===== src/rtl/spi_flash_pkg.sv =====
// Shared opcodes, page geometry and FSM encoding for the SPI flash page writer.
package spi_flash_pkg;
  localparam logic [7:0] OP_WREN   = 8'h06;
  localparam logic [7:0] OP_PP     = 8'h02;
  localparam logic [7:0] OP_RDSR   = 8'h05;
  localparam int         PAGE_SIZE = 256;

  typedef enum logic [3:0] {
    S_IDLE,
    S_WREN,
    S_GAP,
    S_CMD,
    S_DATA,
    S_POLL,
    S_DONE,
    S_ERR
  } wr_state_t;
endpackage


===== src/rtl/spi_byte_shifter.sv =====
// Mode-0 SPI byte engine: shifts one byte out MSB first while sampling MISO on SCK rise.
module spi_byte_shifter #(
  parameter int CLK_DIV = 2
) (
  input  logic       clk,
  input  logic       rst,
  input  logic       load,
  input  logic [7:0] tx_byte,
  output logic [7:0] rx_byte,
  output logic       byte_done,
  output logic       busy,
  output logic       sck,
  output logic       mosi,
  input  logic       miso
);
  localparam int DW = (CLK_DIV > 1) ? $clog2(CLK_DIV) : 1;

  logic [DW-1:0] div_cnt;
  logic [2:0]    bit_cnt;
  logic [7:0]    sh;
  logic          tick;

  assign tick = (div_cnt == DW'(CLK_DIV - 1));

  always_ff @(posedge clk) begin
    if (rst) begin
      busy      <= 1'b0;
      sck       <= 1'b0;
      mosi      <= 1'b0;
      byte_done <= 1'b0;
      div_cnt   <= '0;
      bit_cnt   <= '0;
      sh        <= '0;
      rx_byte   <= '0;
    end else begin
      byte_done <= 1'b0;
      if (load && !busy) begin
        // first bit is presented while SCK is still low
        busy    <= 1'b1;
        sh      <= tx_byte;
        mosi    <= tx_byte[7];
        div_cnt <= '0;
        bit_cnt <= '0;
      end else if (busy) begin
        div_cnt <= tick ? '0 : div_cnt + 1'b1;
        if (tick) begin
          sck <= ~sck;
          if (!sck) begin
            rx_byte <= {rx_byte[6:0], miso};
          end else if (bit_cnt == 3'd7) begin
            busy      <= 1'b0;
            byte_done <= 1'b1;
          end else begin
            bit_cnt <= bit_cnt + 1'b1;
            sh      <= {sh[6:0], 1'b0};
            mosi    <= sh[6];
          end
        end
      end
    end
  end
endmodule


===== src/rtl/spi_flash_writer.sv =====
// Programs one flash page: WREN, PAGE PROGRAM with streamed data, then RDSR polling until WIP clears.
module spi_flash_writer
  import spi_flash_pkg::*;
#(
  parameter int CLK_DIV  = 2,
  parameter int CS_GAP   = 4,
  parameter int POLL_MAX = 65535
) (
  input  logic        clk,
  input  logic        rst,
  input  logic        start,
  input  logic [23:0] addr,
  input  logic [8:0]  len,
  input  logic [7:0]  wr_data,
  input  logic        wr_valid,
  output logic        wr_ready,
  output logic        busy,
  output logic        done,
  output logic        err,
  output logic        spi_sck,
  output logic        spi_cs_n,
  output logic        spi_mosi,
  input  logic        spi_miso
);
  localparam int GAP_CYC = CS_GAP * CLK_DIV;
  localparam int GW      = $clog2(GAP_CYC + 1);
  localparam int PW      = $clog2(POLL_MAX + 1);

  wr_state_t     state, state_n;
  logic [23:0]   addr_q;
  logic [8:0]    remain;
  logic [1:0]    idx;
  logic [GW-1:0] gap_cnt;
  logic [PW-1:0] poll_cnt;
  logic          prog_sent;
  logic          sh_load, sh_busy, sh_done;
  logic [7:0]    sh_tx, sh_rx;
  logic          req_bad, hs, gap_end, poll_last, wip, unused_rx;

  assign req_bad   = (len == '0) || (len > 9'(PAGE_SIZE)) ||
                     (({2'b00, addr[7:0]} + {1'b0, len}) > 10'(PAGE_SIZE));
  assign hs        = wr_valid && wr_ready;
  assign gap_end   = (gap_cnt == GW'(GAP_CYC - 1));
  assign poll_last = (poll_cnt == PW'(POLL_MAX - 1));
  assign wip       = sh_rx[0];
  assign unused_rx = ^sh_rx[7:1];

  assign busy = !(state inside {S_IDLE, S_DONE, S_ERR});
  assign done = (state == S_DONE);
  assign err  = (state == S_ERR);

  spi_byte_shifter #(.CLK_DIV(CLK_DIV)) u_shifter (
    .clk      (clk),
    .rst      (rst),
    .load     (sh_load),
    .tx_byte  (sh_tx),
    .rx_byte  (sh_rx),
    .byte_done(sh_done),
    .busy     (sh_busy),
    .sck      (spi_sck),
    .mosi     (spi_mosi),
    .miso     (spi_miso)
  );

  always_ff @(posedge clk) begin
    if (rst) begin
      state    <= S_IDLE;
      spi_cs_n <= 1'b1;
    end else begin
      state    <= state_n;
      spi_cs_n <= !(state_n inside {S_WREN, S_CMD, S_DATA, S_POLL});
    end
  end

  // A new byte is only loaded once the previous byte_done has been absorbed,
  // which leaves SCK low for a cycle between bytes.
  always_comb begin
    state_n  = state;
    sh_load  = 1'b0;
    sh_tx    = OP_WREN;
    wr_ready = 1'b0;
    case (state)
      S_IDLE: if (start) state_n = req_bad ? S_ERR : S_WREN;
      S_WREN: begin
        sh_load = !sh_busy && !sh_done;
        if (sh_done) state_n = S_GAP;
      end
      S_GAP: if (gap_end) state_n = prog_sent ? S_POLL : S_CMD;
      S_CMD: begin
        case (idx)
          2'd0:    sh_tx = OP_PP;
          2'd1:    sh_tx = addr_q[23:16];
          2'd2:    sh_tx = addr_q[15:8];
          default: sh_tx = addr_q[7:0];
        endcase
        sh_load = !sh_busy && !sh_done;
        if (sh_done && idx == 2'd3) state_n = S_DATA;
      end
      S_DATA: begin
        wr_ready = !sh_busy && !sh_done && (remain != '0);
        sh_tx    = wr_data;
        sh_load  = hs;
        if (sh_done && remain == '0) state_n = S_GAP;
      end
      S_POLL: begin
        sh_tx   = idx[0] ? 8'h00 : OP_RDSR;
        sh_load = !sh_busy && !sh_done;
        if (sh_done && idx == 2'd1)
          state_n = !wip ? S_DONE : (poll_last ? S_ERR : S_GAP);
      end
      S_DONE:  state_n = S_IDLE;
      S_ERR:   state_n = S_IDLE;
      default: state_n = S_IDLE;
    endcase
  end

  always_ff @(posedge clk) begin
    if (rst) begin
      addr_q    <= '0;
      remain    <= '0;
      idx       <= '0;
      gap_cnt   <= '0;
      poll_cnt  <= '0;
      prog_sent <= 1'b0;
    end else begin
      if (state == S_IDLE && start) begin
        addr_q    <= addr;
        remain    <= len;
        poll_cnt  <= '0;
        prog_sent <= 1'b0;
      end
      if (hs) remain <= remain - 1'b1;
      if (state == S_DATA) prog_sent <= 1'b1;
      gap_cnt <= (state == S_GAP && !gap_end) ? gap_cnt + 1'b1 : '0;
      if (state_n != state) idx <= '0;
      else if (sh_done)     idx <= idx + 1'b1;
      if (state == S_POLL && sh_done && idx == 2'd1 && poll_cnt != PW'(POLL_MAX))
        poll_cnt <= poll_cnt + 1'b1;
    end
  end
endmodule


===== config.mk =====
export PLATFORM = sky130hd
export DESIGN_NAME = spi_flash_writer
export DESIGN_NICKNAME = d
export VERILOG_FILES = /design/src/rtl/spi_flash_pkg.sv /design/src/rtl/spi_byte_shifter.sv /design/src/rtl/spi_flash_writer.sv
export SDC_FILE = /design/constraint.sdc
export NUM_CORES = 1
export LEC_CHECK = 0
export CAP_MARGIN = 15
export CORE_MARGIN = 2
export CORE_UTILIZATION = 60
export DETAILED_ROUTE_END_ITERATION = 7
export PLACE_DENSITY_LB_ADDON = 0.15
export SLEW_MARGIN = 40
export SYNTH_ARGS = -nofsm -noshare
export SYNTH_HDL_FRONTEND = slang
export SYNTH_SLANG_ARGS = --single-unit

===== constraint.sdc =====
create_clock -name clk -period 6 [get_ports clk]
set_clock_uncertainty 0.15 [all_clocks]
set_input_delay 0.6 -clock clk [delete_from_list [all_inputs] [get_ports clk]]
set_output_delay 0.6 -clock clk [all_outputs]
set_load 0.02 [all_outputs]

==> metrics.cfg <==
[run_status]
status = completed

[logic_synthesis]
syn_nets = 602
synth_top_cell_by_area = dfxtp_1
synth_top_area_frac = 0.353
ys.flop_type = dfxtp_1
synthTopCellsByCount = 93 x nand2_1, 77 x dfxtp_1, 63 x a21oi_1
avgSynthCellArea_sq_um = 8.15
yosys_warnings = 0
ys_seq_elements = 77
synthArstFlopShare = 0
yosysSeqAreaShare = 0.353
synth_cells = 536
syn_area_sq_mm = 0.00437
synth.most_common_cell = nand2_1
synth_cell_types = 71
synth_edf_count = 0
yosys-top-cells-area = dfxtp_1 35%, nand2_1 8.0%, a21oi_1 7.2%, ha_1 5.4%, nor2_1 3.0%

[worst_setup_path]
arrival_ps = 2570
worst-setup-path-type = register to primary output
required_ps = 5250
reg2reg_slack_ps = 3380
worstReg2RegEnd = poll_cnt[6]$_SDFFE_PP0P_
crit_family = simple AND/OR/NAND/NOR gates
crit_path_top_delay_cell = or4_4
setup.worst_path.start = remain[3]$_SDFFE_PP0P_
cp_cell_sequence = or4_4 > or4_4 > and3_2 > clkdlybuf4s50_1
cp_common_cell = or4_4
cp.depth = 4
worst-r2r-cell-count = 7
cp_max_fo = 6
endpoint = wr_ready
end_kind = primary output
critPathLaunchType = register
cpPeakStageDelay_ps = 550
reg2reg_from = idx[0]$_SDFFE_PP0P_
path_buf_inv = 1

[clock_network]
cts_setup_buffers = 0
root_buffer = clkbuf_8
hold_buffers = 0
post_cts_resize_count = 0
path_clk_slew_ps = 90
numCtsBuffers = 9
cts_htree_levels = 3
clock_latency_ps = 360
cts_tree = built
cts_sinks = 77
clockBufferDepth = 2

[finish]
area_growth_syn_to_layout_pct = 15.0
nFillCells = 639
n_antenna_cell = 0
utilization = 0.704
drive_gt1_frac = 0.0813
final_nets = 639
seqCellArea_sq_mm = 0.00154
multiInputGateArea_sq_mm = 0.00258
final_area_sq_mm = 0.00502

[timing]
tns_ps = 0
layout_setup_ws_ps = 2680
slew_headroom = 0.467
tightest_slew_ps = 799
slew_violations = 0
max_freq_mhz = 301
rsz0062_at_grt = no
min_period_over_period = 0.553
fin_crit_ps = 3320
final-setup-viol-count = 0
hold_viol = 0

[power_and_ir_drop]
p_total_mw = 1.12
p_leak_nw = 1.80
p_int_uw = 780
irDropWorstVdd_v = 0.000162
seq_power_share = 0.493
power.density_mw_per_mm2 = 224
p_clk_frac = 0.327
p_switching_uw = 343
swShare = 0.305
combPwrFrac = 0.179

[placement]
dp_slack_ps = 2510
post_dp_cell_area_sq_mm = 0.00484
hpwl_mm = 7.51
gp_congestion = 0.865
io_buffers = 52

[floorplanning]
die_x_microns = 89.3
core_area_sq_mm = 0.00714
ios = 53
die_h_microns = 89.3
initial_core_util = 0.612
placementRows = 31
die_area_sq_mm = 0.00798

[route]
drt_iter0_drc = 237
vias_per_cell = 6.00
drc_errors = 0
wl_per_cell_microns = 15.6
firstDrtPassIters = 4
routed-via-count = 4062
drt-total-wl_mm = 10.5
final_antenna_net_count = 0

[worst_hold_path]
hold_class = register to register

[global_route]
first_global_vias = 3644
grt_pass1_wl_mm = 16.9
grt_start_max_net_pins = 73
grt_antenna_before_repair = 0
grt-ovfl-total = 0
track_usage = 0.269

[run]
drv_cap = 0

==> final cells by class <==
type	instances	area share
clock inverters	7	0.0110
multi-input cells	415	0.514
repair buffers	55	0.107
inverters	15	0.0112
clock buffers	9	0.0247
well taps	99	0.0247
flip-flops and latches	77	0.307
==> how the worst min path moves through the flow <==
stage | startpoint | endpoint | slack [ps] | cells past startpoint
CTS | addr_q[16]$_SDFFE_PP0P_ | addr_q[16]$_SDFFE_PP0P_ | 310 | 2
floorplan | gap_cnt[0]$_SDFF_PP0_ | gap_cnt[0]$_SDFF_PP0_ | 270 | 1
finish | addr_q[16]$_SDFFE_PP0P_ | addr_q[16]$_SDFFE_PP0P_ | 310 | 2
global placement | gap_cnt[0]$_SDFF_PP0_ | gap_cnt[0]$_SDFF_PP0_ | 280 | 1
detailed placement | addr_q[16]$_SDFFE_PP0P_ | addr_q[16]$_SDFFE_PP0P_ | 300 | 2
global route | addr_q[15]$_SDFFE_PP0P_ | addr_q[15]$_SDFFE_PP0P_ | 330 | 2
==> placed cells by master, fill, tap and decap left out, drive strengths merged, types with 9 or more instances in the layout <==
master	Yosys	layout
a21oi	65	65
a221oi	9	9
a22oi	12	12
clkbuf	21	9
clkdlybuf4s50	0	51
dfxtp	77	77
ha	19	19
inv	15	19
nand2	94	94
nand3	19	19
nor2	36	36
nor3	17	17
o21ai	27	27
==> power groups by stage <==
stage | Clock [mW] | Combinational [mW] | Sequential [mW]
after floorplan | 0 | 0.143 | 0.557
after global placement | 0 | 0.196 | 0.565
after detailed placement | 0 | 0.200 | 0.566
after CTS | 0.370 | 0.201 | 0.554
after global routing | 0.396 | 0.224 | 0.557
final | 0.367 | 0.202 | 0.554
==> cells by family (layout without fill, tap and decap cells) <==
family	count (synthesis)	after routing	share of synthesized area
muxes	6	6	0.0146
other	1	1	0.000859
and+or+nand+nor	223	223	0.258
buffers and inverters	44	86	0.0562
xor gates and xnor gates	11	11	0.0221
DFF	77	77	0.353
adders and majority gates	20	20	0.0590
AOI/OAI and AO/OA	154	154	0.236
==> through the flow <==
stage	std cells	hold slack, ps
2_1_floorplan	536	268
3_5_place_dp	661	297
4_1_cts	677	310
5_1_grt	677	334
6_report	677	308
3_3_place_gp	661	283
==> registers in the layout, summed over array words and instances (netlist names), 2 cells and up <==
register and flops:
gap_cnt 4, addr_q 24, idx 2, u_shifter.bit_cnt 3
u_shifter.sh 7, remain 9, poll_cnt 16, state 4
==> worst register-to-register path, stage by stage (launching register included) <==
cell     delay (ps)
dfxtp_1         460
ha_1            500
nand3_1         310
a21oi_2         480
and2_1          250
nand3_1         100
xor2_1          150
nor3_1          140
==> per-layer routing <==
metal  part of all wire  up-vias  GRT usage  routed length, microns
met3              0.038       12     0.0406                     405
met4              0.011        0     0.0841                     115
met5                  0        -          0                       0
li1                   -     2011          -                       -
met1               0.46     1946      0.363                    4820
met2               0.49       93      0.446                    5200
(Power assumes the default switching activity.)
